### src/rtl/tis_prog_loader.sv
// Program loader: parses a framed byte stream into per-core instruction and
// length tables, holding the cores in reset until the frame checksum is good.
module tis_prog_loader #(
  parameter int unsigned NUM_CORES = 12,
  parameter int unsigned MAX_INSTR = 15,
  parameter int unsigned INSTR_W   = 16
) (
  input  logic               clk,
  input  logic               rst,
  input  logic               in_valid,
  input  logic [7:0]         in_data,
  output logic               in_ready,
  output logic               prog_we,
  output logic [7:0]         prog_addr,
  output logic [INSTR_W-1:0] prog_wdata,
  output logic               len_we,
  output logic [3:0]         len_addr,
  output logic [3:0]         len_wdata,
  output logic               core_rst,
  output logic               done,
  output logic               error
);

  localparam int unsigned AW = 8;
  localparam int unsigned CW = 4;
  localparam int unsigned BW = 8;

  localparam logic [BW-1:0] SYNC      = 8'hA5;
  localparam logic [BW-1:0] MAX_LEN_B = BW'(MAX_INSTR);
  localparam logic [CW-1:0] MAX_LEN   = CW'(MAX_INSTR);
  localparam logic [CW-1:0] LAST_SLOT = CW'(MAX_INSTR - 1);
  localparam logic [CW-1:0] LAST_CORE = CW'(NUM_CORES - 1);
  localparam logic [AW-1:0] STRIDE    = AW'(MAX_INSTR);

  typedef enum logic [2:0] {
    S_IDLE, S_LEN, S_HI, S_LO, S_PAD, S_CSUM, S_RUN
  } state_t;

  state_t state, state_nxt;

  logic [CW-1:0] c_q, c_d;
  logic [CW-1:0] i_q, i_d;
  logic [CW-1:0] len_q, len_d;
  logic [AW-1:0] base_q, base_d;
  logic [BW-1:0] hi_q, hi_d;
  logic [BW-1:0] csum_q, csum_d;

  logic               prog_we_d;
  logic [AW-1:0]      prog_addr_d;
  logic [INSTR_W-1:0] prog_wdata_d;
  logic               len_we_d;
  logic [CW-1:0]      len_addr_d;
  logic [CW-1:0]      len_wdata_d;
  logic               core_rst_d;
  logic               done_d;
  logic               error_d;

  logic          acc;
  logic          last_core;
  logic          last_word;
  logic [AW-1:0] slot_addr;

  assign acc       = in_valid & in_ready;
  assign last_core = (c_q == LAST_CORE);
  assign last_word = (i_q == len_q - CW'(1));
  assign slot_addr = base_q + AW'(i_q);

  // State register
  always_ff @(posedge clk) begin
    if (rst) state <= S_IDLE;
    else     state <= state_nxt;
  end

  // Next-state decode
  always_comb begin
    state_nxt = state;
    case (state)
      S_IDLE, S_RUN: begin
        if (acc && in_data == SYNC) state_nxt = S_LEN;
      end
      S_LEN: begin
        if (acc) begin
          if (in_data > MAX_LEN_B)   state_nxt = S_IDLE;
          else if (in_data != 8'h00) state_nxt = S_HI;
          else                       state_nxt = S_PAD;
        end
      end
      S_HI: begin
        if (acc) state_nxt = S_LO;
      end
      S_LO: begin
        if (acc) begin
          if (!last_word)            state_nxt = S_HI;
          else if (len_q != MAX_LEN) state_nxt = S_PAD;
          else if (last_core)        state_nxt = S_CSUM;
          else                       state_nxt = S_LEN;
        end
      end
      S_PAD: begin
        if (i_q == LAST_SLOT) state_nxt = last_core ? S_CSUM : S_LEN;
      end
      S_CSUM: begin
        if (acc) state_nxt = (in_data == csum_q) ? S_RUN : S_IDLE;
      end
      default: state_nxt = S_IDLE;
    endcase
  end

  // Handshake and next values of the registered datapath/outputs
  always_comb begin
    in_ready     = (state != S_PAD);
    c_d          = c_q;
    i_d          = i_q;
    len_d        = len_q;
    base_d       = base_q;
    hi_d         = hi_q;
    csum_d       = csum_q;
    prog_we_d    = 1'b0;
    prog_addr_d  = prog_addr;
    prog_wdata_d = prog_wdata;
    len_we_d     = 1'b0;
    len_addr_d   = len_addr;
    len_wdata_d  = len_wdata;
    core_rst_d   = core_rst;
    done_d       = done;
    error_d      = error;
    case (state)
      S_IDLE, S_RUN: begin
        if (acc && in_data == SYNC) begin
          c_d        = '0;
          base_d     = '0;
          csum_d     = '0;
          error_d    = 1'b0;
          done_d     = 1'b0;
          core_rst_d = 1'b1;
        end
      end
      S_LEN: begin
        if (acc) begin
          csum_d = csum_q ^ in_data;
          if (in_data > MAX_LEN_B) begin
            error_d = 1'b1;
          end else begin
            len_we_d    = 1'b1;
            len_addr_d  = c_q;
            len_wdata_d = in_data[CW-1:0];
            len_d       = in_data[CW-1:0];
            i_d         = '0;
          end
        end
      end
      S_HI: begin
        if (acc) begin
          csum_d = csum_q ^ in_data;
          hi_d   = in_data;
        end
      end
      S_LO: begin
        if (acc) begin
          csum_d       = csum_q ^ in_data;
          prog_we_d    = 1'b1;
          prog_addr_d  = slot_addr;
          prog_wdata_d = INSTR_W'({hi_q, in_data});
          i_d          = i_q + CW'(1);
          // A full-length program skips padding, so advance the core here
          if (last_word && len_q == MAX_LEN && !last_core) begin
            c_d    = c_q + CW'(1);
            base_d = base_q + STRIDE;
          end
        end
      end
      S_PAD: begin
        prog_we_d    = 1'b1;
        prog_addr_d  = slot_addr;
        prog_wdata_d = '0;
        i_d          = i_q + CW'(1);
        if (i_q == LAST_SLOT && !last_core) begin
          c_d    = c_q + CW'(1);
          base_d = base_q + STRIDE;
        end
      end
      S_CSUM: begin
        if (acc) begin
          if (in_data == csum_q) begin
            done_d     = 1'b1;
            core_rst_d = 1'b0;
          end else begin
            error_d = 1'b1;
          end
        end
      end
      default: ;
    endcase
  end

  // Datapath and output registers
  always_ff @(posedge clk) begin
    if (rst) begin
      c_q        <= '0;
      i_q        <= '0;
      len_q      <= '0;
      base_q     <= '0;
      hi_q       <= '0;
      csum_q     <= '0;
      prog_we    <= 1'b0;
      prog_addr  <= '0;
      prog_wdata <= '0;
      len_we     <= 1'b0;
      len_addr   <= '0;
      len_wdata  <= '0;
      core_rst   <= 1'b1;
      done       <= 1'b0;
      error      <= 1'b0;
    end else begin
      c_q        <= c_d;
      i_q        <= i_d;
      len_q      <= len_d;
      base_q     <= base_d;
      hi_q       <= hi_d;
      csum_q     <= csum_d;
      prog_we    <= prog_we_d;
      prog_addr  <= prog_addr_d;
      prog_wdata <= prog_wdata_d;
      len_we     <= len_we_d;
      len_addr   <= len_addr_d;
      len_wdata  <= len_wdata_d;
      core_rst   <= core_rst_d;
      done       <= done_d;
      error      <= error_d;
    end
  end

endmodule
### config.mk
export PLATFORM = sky130hd
export DESIGN_NAME = tis_prog_loader
export DESIGN_NICKNAME = d
export VERILOG_FILES = /design/src/rtl/tis_prog_loader.sv
export SDC_FILE = /design/constraint.sdc
export NUM_CORES = 1
export LEC_CHECK = 0
export ABC_AREA = 1
export BUFFER_PORTS_ARGS = -buffer_cell sky130_fd_sc_hd__buf_2
export CAP_MARGIN = 20
export CORE_AREA = 2 2 94 96
export CTS_CLUSTER_SIZE = 40
export DETAILED_ROUTE_END_ITERATION = 8
export DIE_AREA = 0 0 96 98
export MAX_ROUTING_LAYER = met4
export SLEW_MARGIN = 5
export SYNTH_ARGS = -nofsm -noshare
export SYNTH_HDL_FRONTEND = slang
export SYNTH_SLANG_ARGS = --single-unit
### constraint.sdc
create_clock -name clk -period 2.84 [get_ports clk]
set_input_delay 0.284 -clock clk [delete_from_list [all_inputs] [get_ports clk]]
set_output_delay 0.284 -clock clk [all_outputs]
set_load 0.02 [all_outputs]
# Word level (Yosys, flattened, before mapping)
# Index checks and enable logic that the tools add are counted.
word_totals:
  regBits: 72
  latch_bits: 0
  mem_bits_rw: 0
  rom_bits: 0
  in_bits: 11
  out_inout_bits: 38
  word_cells: 127
  memories: 0
op_classes:
  n_addsub: 5
  mul: 0
  div: 0
  n_lt_le_gt_ge: 1
  eq_ne: 27
  shift: 0
  muxes: 49
  n_bitwise: 5
  reduce_logical: 25
op_table:
  columns: ["operator", "n"]
  rows:
  - ["$mux 8", 6]
  - ["$mux 3", 12]
  - ["$pmux 16 s2", 1]
  - ["$pmux 8 s2", 2]
  - ["$mux 4", 7]
  - ["$ne 2x2->1 const B", 12]
  - ["$pmux 4 s3", 2]
  - ["$pmux 8 s3", 1]
  - ["$pmux 3 s6", 1]
  - ["$mux 16", 1]
  - ["$eq 4x4->1 const B", 3]
  - ["$mux 1", 12]
  - ["$reduce_and 6->1", 2]
  - ["$eq 3x3->1 const B", 3]
  - ["$reduce_bool 3->1", 3]
  - ["$add 4x1->4 const B", 2]
  - ["$add 8x4->8", 1]
  - ["$add 8x4->8 const B", 1]
  - ["$eq 8x8->1", 1]
  - ["$eq 8x8->1 const B", 1]
  - ["$gt 8x4->1 const B", 1]
  - ["$reduce_and 4->1", 2]
  - ["$reduce_bool 8->1", 1]
  - ["$xor 8x8->8", 1]
  - ["other kinds (20)", 33]

# Logic depth before layout (Yosys ltp)
# Gate-level depths: netlist (run 1).
depth:
  ltp_word: 7
  depth_mapped: 14
  ltp_nobuf: 14

# Worst setup path after synthesis (run 1)
# Ideal clock, no wire load.
synth_path:
  path_type: "register to register"
  from: "register len_q[0]"
  to: "register c_q[2]"
  setup_time_ns: 0.128
  arrival_ns: 1.793
  t_required_ns: 2.712
  setup_slack_ns: 0.919
  path_stages_with_launch: 12
  path_buffers: 1
  period_less_slack_ns: 1.921
  cell_sequence: "dfxtp_1 > inv_1 > ha_1 > xor2_1 > nand2_1 > nor2_1 > nand2_1 > nand2_1 > buf_4 > nand3_1 > nand2_1 > nor2_1"
synth_between:
  elab_chain_len: 6
  elab_cells_between_ends: 7
  cone_classes: "add/sub (1); eq/ne (3); reduce/logical (3)"
synth_rtl:
  columns: ["item", "line_no", "text"]
  rows:
  - ["start: declaration", "43", "logic [CW-1:0] len_q, len_d;"]
  - ["start signal: assignment", "217", "len_q <= len_d;"]
  - ["$sub 4x1->4", "65", "assign last_word = (i_q == len_q - CW'(1));"]
  - ["$eq 4x4->1", "65", null]
  - ["$logic_and 1x1->1 * (2 in series)", "166", "if (last_word && len_q == MAX_LEN && !last_core) begin"]
  - ["$ne 2x2->1 (no line) *", null, null]
  - ["$reduce_and 5->1 (no line) *", null, null]
  - ["end signal: assignment", "199", "c_q <= '0;"]
  - ["end signal: assignment", "215", "c_q <= c_d;"]
  - ["end: declaration", "41", "logic [CW-1:0] c_q, c_d;"]
# Mark *: on every way between the ends. The rest lies on a longest branch, timed or not.
# A chain may end at the register's enable or synchronous reset.

# Worst setup path in the final report (run 1)
layout_path:
  from: "register len_q[0]"
  to: "register base_q[0]"
layout_between:
  elab_chain_len: 6
  elab_cells_between_ends: 7
  cone_classes: "add/sub (1); eq/ne (3); reduce/logical (3)"
layout_rtl:
  columns: ["item", "line_no", "text"]
  rows:
  - ["$sub 4x1->4", "65", null]
  - ["$eq 4x4->1", "65", null]
  - ["$logic_and 1x1->1 * (2 in series)", "166", null]
  - ["$ne 2x2->1 (no line) *", null, null]
  - ["$reduce_and 5->1 (no line) *", null, null]
  - ["end signal: assignment", "218", "base_q <= base_d;"]
  - ["end: declaration", "44", "logic [AW-1:0] base_q, base_d;"]
# Marks and branches as above.

==> results of run 1 <==
[logic make-up (layout without fill, tap and decap cells)]
logic type      after synthesis  count (layout)  synth area share
compound gates              105             105             0.154
xor+xnor                     13              13            0.0307
fa+ha+maj                    11              11            0.0392
buf+inv                      85             132            0.0939
flops                        72              72             0.389
simple gates                252             252             0.293
[flip-flops by register name (all words and copies together), names as in the netlist]
register,flops
i_q,4
prog_addr,8
core_rst,1
base_q,8
len_we,1
done,1
prog_we,1
csum_q,8
prog_wdata,16
len_addr,4
hi_q,8
c_q,4
error,1
state,3
len_q,4
[how the worst max path moves through the flow]
stage | start | slack, ns | depth (start not counted) | endpoint
floorplan | len_q[0]$_SDFFE_PP0P_ | 0.92 | 11 | c_q[2]$_SDFFE_PP0P_
global placement | len_q[0]$_SDFFE_PP0P_ | 0.78 | 11 | base_q[0]$_SDFFE_PP0P_
detailed placement | len_q[0]$_SDFFE_PP0P_ | 0.67 | 11 | base_q[4]$_SDFFE_PP0P_
CTS | len_q[0]$_SDFFE_PP0P_ | 0.66 | 11 | base_q[4]$_SDFFE_PP0P_
global route | state[2]$_SDFFE_PP0P_ | 0.43 | 10 | prog_addr[3]$_SDFFE_PP0P_
finish | len_q[0]$_SDFFE_PP0P_ | 0.66 | 11 | base_q[0]$_SDFFE_PP0P_
[cells in the final DEF, fill, tap and decap left out, types with 4 or more instances in the layout]
cell	instances
xor2_1	11
nand2_1	117
a21oi_2	4
inv_2	8
nor2_1	72
nand2_2	4
inv_1	56
o21ai_0	43
a21oi_1	47
buf_4	4
ha_1	10
dfxtp_1	72
nand4_1	4
nand3_1	42
clkbuf_8	9
buf_2	48
[layout make-up]
type / count / area, µm² / area share
multi-input cells: 381 / 1920 / 0.453
flip-flops and latches: 72 / 1440 / 0.341
repair buffers: 52 / 270 / 0.0639
inverters: 64 / 240 / 0.0568
well taps: 108 / 135 / 0.0319
clock buffers: 9 / 124 / 0.0293
clock inverters: 7 / 103 / 0.0243
[metal layers]
layer / part of all wire / global-route usage
met1: 0.52 / 0.323
met2: 0.41 / 0.293
met3: 0.051 / 0.0340
met4: 0.016 / 0.0890
met5: 0 / -
[power by group]
| part | internal, mW | switching [mW] | total, mW |
|---|---|---|---|
| registers | 1.05 | 0.0350 | 1.09 |
| clock network | 0.505 | 0.448 | 0.954 |
| logic | 0.102 | 0.222 | 0.324 |
| total | 1.66 | 0.706 | 2.36 |
[critical path: stages (launching register included)]
cell and delay, ns:
dfxtp_1 0.42, inv_1 0.09, ha_1 0.31, xor2_1 0.13, nand2_1 0.06, nor2_1 0.20, nand2_1 0.08, nand2_1 0.41
nand2_4 0.17, inv_2 0.12, nor2_1 0.04, nor2_1 0.09
[stage by stage]
stage | util | cell area, µm²
4_1_cts | 0.500 | 4230
3_5_place_dp | 0.473 | 4000
5_1_grt | 0.500 | 4230
2_1_floorplan | - | 3710
6_report | 0.500 | 4230
3_3_place_gp | 0.473 | 4000
==> impl_metrics.ini, run 1 <==
[sta]
finalHoldViolCount = 0
timing.final.ws_setup_ns = 0.655
tightest_slew_ns = 0.790
skew_ns = 0.0110
slew-limit-headroom = 0.471
holdWs_ns = 0.212
finalMaxSlewViolations = 0
fmax_mhz = 458
min_period_over_period = 0.769
post-route-min-period_ns = 2.18
setup_violations = 0
rsz0062_at_grt = false
fin_tns_setup_ns = 0

[clock_network]
cts_root_buf = clkbuf_8
clockBufferDepth = 2
ctsHoldBuffers = 0
cts_sinks = 72
cts_tree = done
cts_made_buffers = 9
cts_setup_buffers = 0
clkTransAtPathRegs_ns = 0.09
cts_resized = 0
clk_latency_ns = 0.37
h-tree-depth = 3

[critical_path]
cp_max_fo = 14
worst_ep_arrival_time_ns = 2.50
path_class = reg2reg
r2r_start = len_q[0]$_SDFFE_PP0P_
r2r_setup_slack_ns = 0.66
cp_data_required_time_ns = 3.15
crit_path_start_kind = flip-flop
reg2reg_to = base_q[0]$_SDFFE_PP0P_
r2r_cells = 11
crit_path_end_kind = flip-flop

[synthesis]
yosys-top-cells-area = dfxtp_1 (39%), nand2_1 (12%), nor2_1 (7.3%)
yosys_warnings = 0
synth_top_cells_by_count = nand2_1 (117), dfxtp_1 (72), nor2_1 (72)
synth_largest_area_cell = dfxtp_1
synth_flop_cell = dfxtp_1
synthCells = 538
syn_nets = 560
synth_cell_types = 34
syn_area_per_cell_um2 = 6.89
ys_seq_area_frac = 0.389
synth.most_common_cell = nand2_1
synth-seq-cells = 72
synthArstFlopShare = 0
synth-edff-count = 0
syn_area_mm2 = 0.00371
yosysTopAreaCellShare = 0.389

[cells_and_area]
area.growth.synth_to_final_pct = 14.1
n_antenna_cell = 0
drive_above_1_share = 0.161
instances_no_fill = 693
fillers = 853
nets = 602

[route]
drc = 0
ant_nets = 0
wl_um = 9240
first_pass_iters = 5
drtIter0Drc = 202
wl_per_cell_um = 13.3
via_count = 3517
viasPerCell = 5.08

[power]
ir_worst_vdd_v = 0.000300
cellPowerDensity_mw_per_mm2 = 559
p_leak_nw = 1.94
power.total_mw = 2.36

[hold_path]
holdPathEnd = prog_wdata[4]$_SDFFE_PP0P_
hold_path_depth = 3
hold_start = in_data[4]
min_path_type = in2reg

[grt]
antenna_found_initial = 0
grt_pass1_vias = 3196
overflow = 0
grt_pass1_wl_um = 15600
grt_max_degree = 38
track_usage = 0.218

[floorplan]
dieArea_mm2 = 0.00941
die_h_um = 98
rows = 34
ios = 49
core_area_mm2 = 0.00847
die_x_um = 96
initial_core_util = 0.438

[job]
cap_violations = 0

[place]
preCtsSetupSlack_ns = 0.672
place_inst = 677
dp.final_hpwl_um = 6430
io_buffers = 48
place.gp.congestion = 0.938

[run_status]
outcome = finished clean
Power figures use the tool's default switching activity.
==> run 2: changes to the inputs <==
==> constraint.sdc (replaced) <==
create_clock -name clk -period 2.2 [get_ports clk]
set_input_delay 0.22 -clock clk [delete_from_list [all_inputs] [get_ports clk]]
set_output_delay 0.22 -clock clk [all_outputs]
set_load 0.02 [all_outputs]
==> run 2 against run 1 <==
  * Die area did not move
  * Sequential power rose by 28%
  * Routed wire length fell by 3.2%
  * Worst hold slack got worse by 0.035 ns
  * Total power rose by 15%
  * Non-clock buffer count rose by 4
  * Setup slack got worse by 0.43 ns
  * Fmax rose by 11%
  * Count of clock-buffer cells in the layout did not move
  * Clock skew fell by 0.0026 ns
  * Cell count rose by 0.43%
  * Utilization fell by 0.38 points
  * Largest power group unchanged
==> impl_metrics.ini, run 2 (synthesized netlist as in run 1, its figures left out) <==
[run_status]
outcome = finished clean

[sta]
fin_tns_setup_ns = 0
fmax_mhz = 506
finalHoldViolCount = 0
post-route-min-period_ns = 1.98
timing.final.ws_setup_ns = 0.224
min_period_over_period = 0.898
rsz0062_at_grt = false
tightest_slew_ns = 0.430
finalMaxSlewViolations = 0
setup_violations = 0
slew-limit-headroom = 0.713
skew_ns = 0.00836

[grt]
grt_pass1_wl_um = 15200
grt_max_degree = 38
track_usage = 0.209
grt_pass1_vias = 3161
met3_usage = 0.0301
use_met1 = 0.312
grt.busiest_layer = met1
antenna_found_initial = 0
met2_usage = 0.291
overflow = 0

[cells_and_area]
drive_above_1_share = 0.167
top_register = prog_wdata
instances_no_fill = 696
fillers = 882
area.growth.synth_to_final_pct = 13.3
n_antenna_cell = 0
final_cell_mix = nand2_1 (117), dfxtp_1 (72), nor2_1 (71)
nets = 606
largest_reg_flops = 16
final_common_cell = nand2_1

[route]
first_pass_iters = 5
ant_nets = 0
via_count = 3501
wl_um = 8950
drtIter0Drc = 177
viasPerCell = 5.03
drc = 0
wl_per_cell_um = 12.9

[critical_path]
crit_path_end_kind = flip-flop
worst_ep_arrival_time_ns = 2.25
cp_data_required_time_ns = 2.47
cp_max_fo = 14
crit_path_start_kind = flip-flop
path_class = reg2reg

[floorplan]
die_x_um = 96
ios = 49
die_h_um = 98
initial_core_util = 0.438
rows = 34
core_area_mm2 = 0.00847
dieArea_mm2 = 0.00941

[job]
cap_violations = 0

[clock_network]
clockBufferDepth = 2
clk_latency_ns = 0.34
cts_setup_buffers = 0
cts_sinks = 72
clkTransAtPathRegs_ns = 0.08
cts_root_buf = clkbuf_8
cts_tree = done
h-tree-depth = 3
cts_made_buffers = 9
cts_resized = 0
ctsHoldBuffers = 0

[power]
power.total_mw = 2.71
ir_worst_vdd_v = 0.000304
cellPowerDensity_mw_per_mm2 = 646
p_leak_nw = 1.93

[place]
preCtsSetupSlack_ns = 0.247
io_buffers = 48
place_inst = 681
place.gp.congestion = 0.884
dp.final_hpwl_um = 6380

[hold_path]
min_path_type = in2reg
-- run 2: cell types whose count changed in the layout (fill, tap and decap cells not counted), sizes merged --
cell      delta
buf          +4
inv          -3
bufinv       -2
clkinv       +2
clkinvlp     +2
-- run 2: final timing paths --
path	start	to	cells past startpoint	slack, ns
worst max-delay path	len_q[0]$_SDFFE_PP0P_	base_q[0]$_SDFFE_PP0P_	12	0.22
worst min-delay path	in_data[4]	prog_wdata[4]$_SDFFE_PP0P_	3	0.18
worst max register to register	len_q[0]$_SDFFE_PP0P_	base_q[0]$_SDFFE_PP0P_	12	0.22
worst min register to register	prog_wdata[7]$_SDFFE_PP0P_	prog_wdata[7]$_SDFFE_PP0P_	2	0.46
-- run 2: critical path, stage by stage (launching register included) --
cell and delay [ns]:
dfxtp_1 0.42, inv_1 0.08, ha_1 0.30, xor2_1 0.14, nand2_1 0.08, nor2_2 0.15, nand2_1 0.07, nand2_1 0.06
buf_4 0.22, nand2_4 0.12, inv_2 0.11, nor2_1 0.05, nor2_1 0.11
-- run 2: area by class of cell --
type	count	area, µm²	share of cell area
flip-flops and latches	72	1440	0.343
well taps	108	135	0.0322
inverters	64	240	0.0572
clock buffers	9	124	0.0295
multi-input cells	381	1920	0.457
repair buffers	56	300	0.0715
clock inverters	6	37.5	0.00894
-- run 2: per-layer routing --
metal | share of wire | routed length (µm)
met1 | 0.52 | 4690
met5 | 0 | 0
met4 | 0.011 | 99
met2 | 0.42 | 3720
met3 | 0.049 | 439
-- run 2: metrics by stage --
| stage | hold slack [ns] | area, µm² | util |
|---|---|---|---|
| floorplan | 0.355 | 3710 | - |
| global placement | 0.446 | 4030 | 0.477 |
| detailed placement | 0.451 | 4030 | 0.477 |
| CTS | 0.169 | 4200 | 0.496 |
| global route | 0.170 | 4200 | 0.496 |
| finish | 0.177 | 4200 | 0.496 |
-- run 2: power by group --
group          switching [mW]  leakage, nW  internal [mW]  total (mW)
Combinational           0.287         1.27          0.132       0.419
Clock                   0.496       0.0769          0.396       0.892
Sequential             0.0450        0.582           1.36        1.40
Total                   0.827         1.93           1.88        2.71
==> run 3: changes to the inputs <==
==> constraint.sdc (replaced) <==
create_clock -name clk -period 2.2 [get_ports clk]
set_input_delay 0 -clock clk [delete_from_list [all_inputs] [get_ports clk]]
set_output_delay 0 -clock clk [all_outputs]
set_load 0.02 [all_outputs]
==> run 3 against run 2 <==
  * Register-to-register slack hardly changed
  * Combinational power increased by 1%
  * Fmax rose by 0.75%
  * Setup slack improved by 0.015 ns
  * First-iteration DRC count rose by 11%
  * Largest cell class unchanged
  * Critical path depth stayed put
  * Sequential share of layout area is 0.85 points lower
  * Largest power group unchanged
  * Clock skew increased by 0.0030 ns
  * Cell count rose by 1.1%
  * Sequential power about the same
  * Worst hold slack worse by 0.090 ns
  * Global-route usage up 0.28 points
==> impl_metrics.ini, run 3 (synthesized netlist as in run 1, its figures left out) <==
[place]
dp.final_hpwl_um = 6510
place_inst = 681
preCtsSetupSlack_ns = 0.210
io_buffers = 48
place.gp.congestion = 0.885

[power]
cellPowerDensity_mw_per_mm2 = 671
seqPwrFrac = 0.485
swShare = 0.300
combPwrFrac = 0.147
ir_worst_vdd_v = 0.000319
p_int_mw = 2.02
p_clk_frac = 0.367
p_leak_nw = 1.98
power_switching_uw = 867

[floorplan]
core_area_mm2 = 0.00847
ios = 49
rows = 34
initial_core_util = 0.438
die_h_um = 98
dieArea_mm2 = 0.00941
die_x_um = 96

[route]
drtIter0Drc = 196
first_pass_iters = 5
wl_per_cell_um = 12.9
ant_nets = 0
drc = 0
wl_um = 9100
via_count = 3552
viasPerCell = 5.05

[hold_path]
min_path_type = in2reg
hold_start = in_valid

[sta]
finalMaxSlewViolations = 0
slew-limit-headroom = 0.556
post-route-min-period_ns = 1.96
skew_ns = 0.0113
setup_violations = 0
min_period_over_period = 0.892
fin_tns_setup_ns = 0
fmax_mhz = 510
rsz0062_at_grt = false
tightest_slew_ns = 0.665
timing.final.ws_setup_ns = 0.239
finalHoldViolCount = 0

[grt]
track_usage = 0.212
grt_pass1_vias = 3287
grt_pass1_wl_um = 15300
overflow = 0
grt_max_degree = 36
antenna_found_initial = 0

[cells_and_area]
area.growth.synth_to_final_pct = 16.2
final_common_cell = nand2_1
instances_no_fill = 704
n_antenna_cell = 0
largest_reg_flops = 16
drive_above_1_share = 0.164
nets = 614
top_register = prog_wdata
final_cell_mix = nand2_1 (117), nor2_1 (72), dfxtp_1 (71)

[clock_network]
clockBufferDepth = 2
cts_sinks = 72
clk_latency_ns = 0.36
cts_made_buffers = 9
h-tree-depth = 3
clkTransAtPathRegs_ns = 0.08
cts_root_buf = clkbuf_8
cts_setup_buffers = 0
cts_tree = done

[critical_path]
worst_ep_arrival_time_ns = 2.25
crit_start = len_q[1]$_SDFFE_PP0P_
crit_path_start_kind = flip-flop
r2r_start = len_q[1]$_SDFFE_PP0P_
cp_max_fo = 14
crit_path_end_kind = flip-flop
path_class = reg2reg
cp_data_required_time_ns = 2.49

[job]
cap_violations = 0

[run_status]
outcome = finished clean
==> run 3: layout make-up <==
cell class              instances  area [µm²]
flip-flops and latches         72        1440
well taps                     108         135
clock buffers                   9         124
clock inverters                 6        68.8
inverters                      64         240
repair buffers                 64         380
fillers                       874        4160
multi-input cells             381        1920
==> run 3: worst max-delay path, stage by stage (launching register included) <==
cell	delay, ns
dfxtp_1	0.38
inv_1	0.08
ha_1	0.29
xor2_1	0.15
nand2_1	0.06
nor2_1	0.19
nand2_1	0.08
nand2_1	0.06
buf_4	0.21
nand2_4	0.12
inv_2	0.10
nor2_1	0.04
nor2_1	0.13
==> run 3: final timing paths <==
kind / endpoint / slack (ns) / cells after the start
max reg2reg: base_q[0]$_SDFFE_PP0P_ / 0.24 / 12
max: base_q[0]$_SDFFE_PP0P_ / 0.24 / 12
min: prog_wdata[7]$_SDFFE_PP0P_ / 0.09 / 3
min reg2reg: prog_wdata[7]$_SDFFE_PP0P_ / 0.46 / 2
==> run 3: power by group through the flow <==
| stage | Sequential (mW) | Clock (mW) | Combinational (mW) |
|---|---|---|---|
| after floorplan | 1.42 | 0 | 0.323 |
| after global placement | 1.43 | 0 | 0.407 |
| after detailed placement | 1.43 | 0 | 0.415 |
| after CTS | 1.40 | 1.08 | 0.427 |
| after global routing | 1.41 | 1.15 | 0.488 |
| final | 1.40 | 1.06 | 0.425 |
==> run 3: per-layer routing <==
layer	global-route usage	vias up	part of all wire
li1	-	1831	-
met3	0.0471	11	0.046
met5	-	-	0
met4	0.0593	0	0.012
met2	0.310	74	0.43
met1	0.294	1636	0.51
==> run 3: repair_timing <==
item	4_1_cts	5_1_grt
setup endpoints to repair	0	1
hold endpoints to repair	15	0
gates resized for setup	0	1
hold buffers	8	0
==> run 3: stage by stage <==
step	area, µm²	power, mW	utilization	hold slack [ns]
finish	4310	2.89	0.509	0.0870
global placement	4030	1.84	0.477	0.313
floorplan	3710	1.75	-	0.135
global route	4310	3.04	0.509	0.0905
CTS	4310	2.91	0.509	0.0733
detailed placement	4030	1.85	0.477	0.321
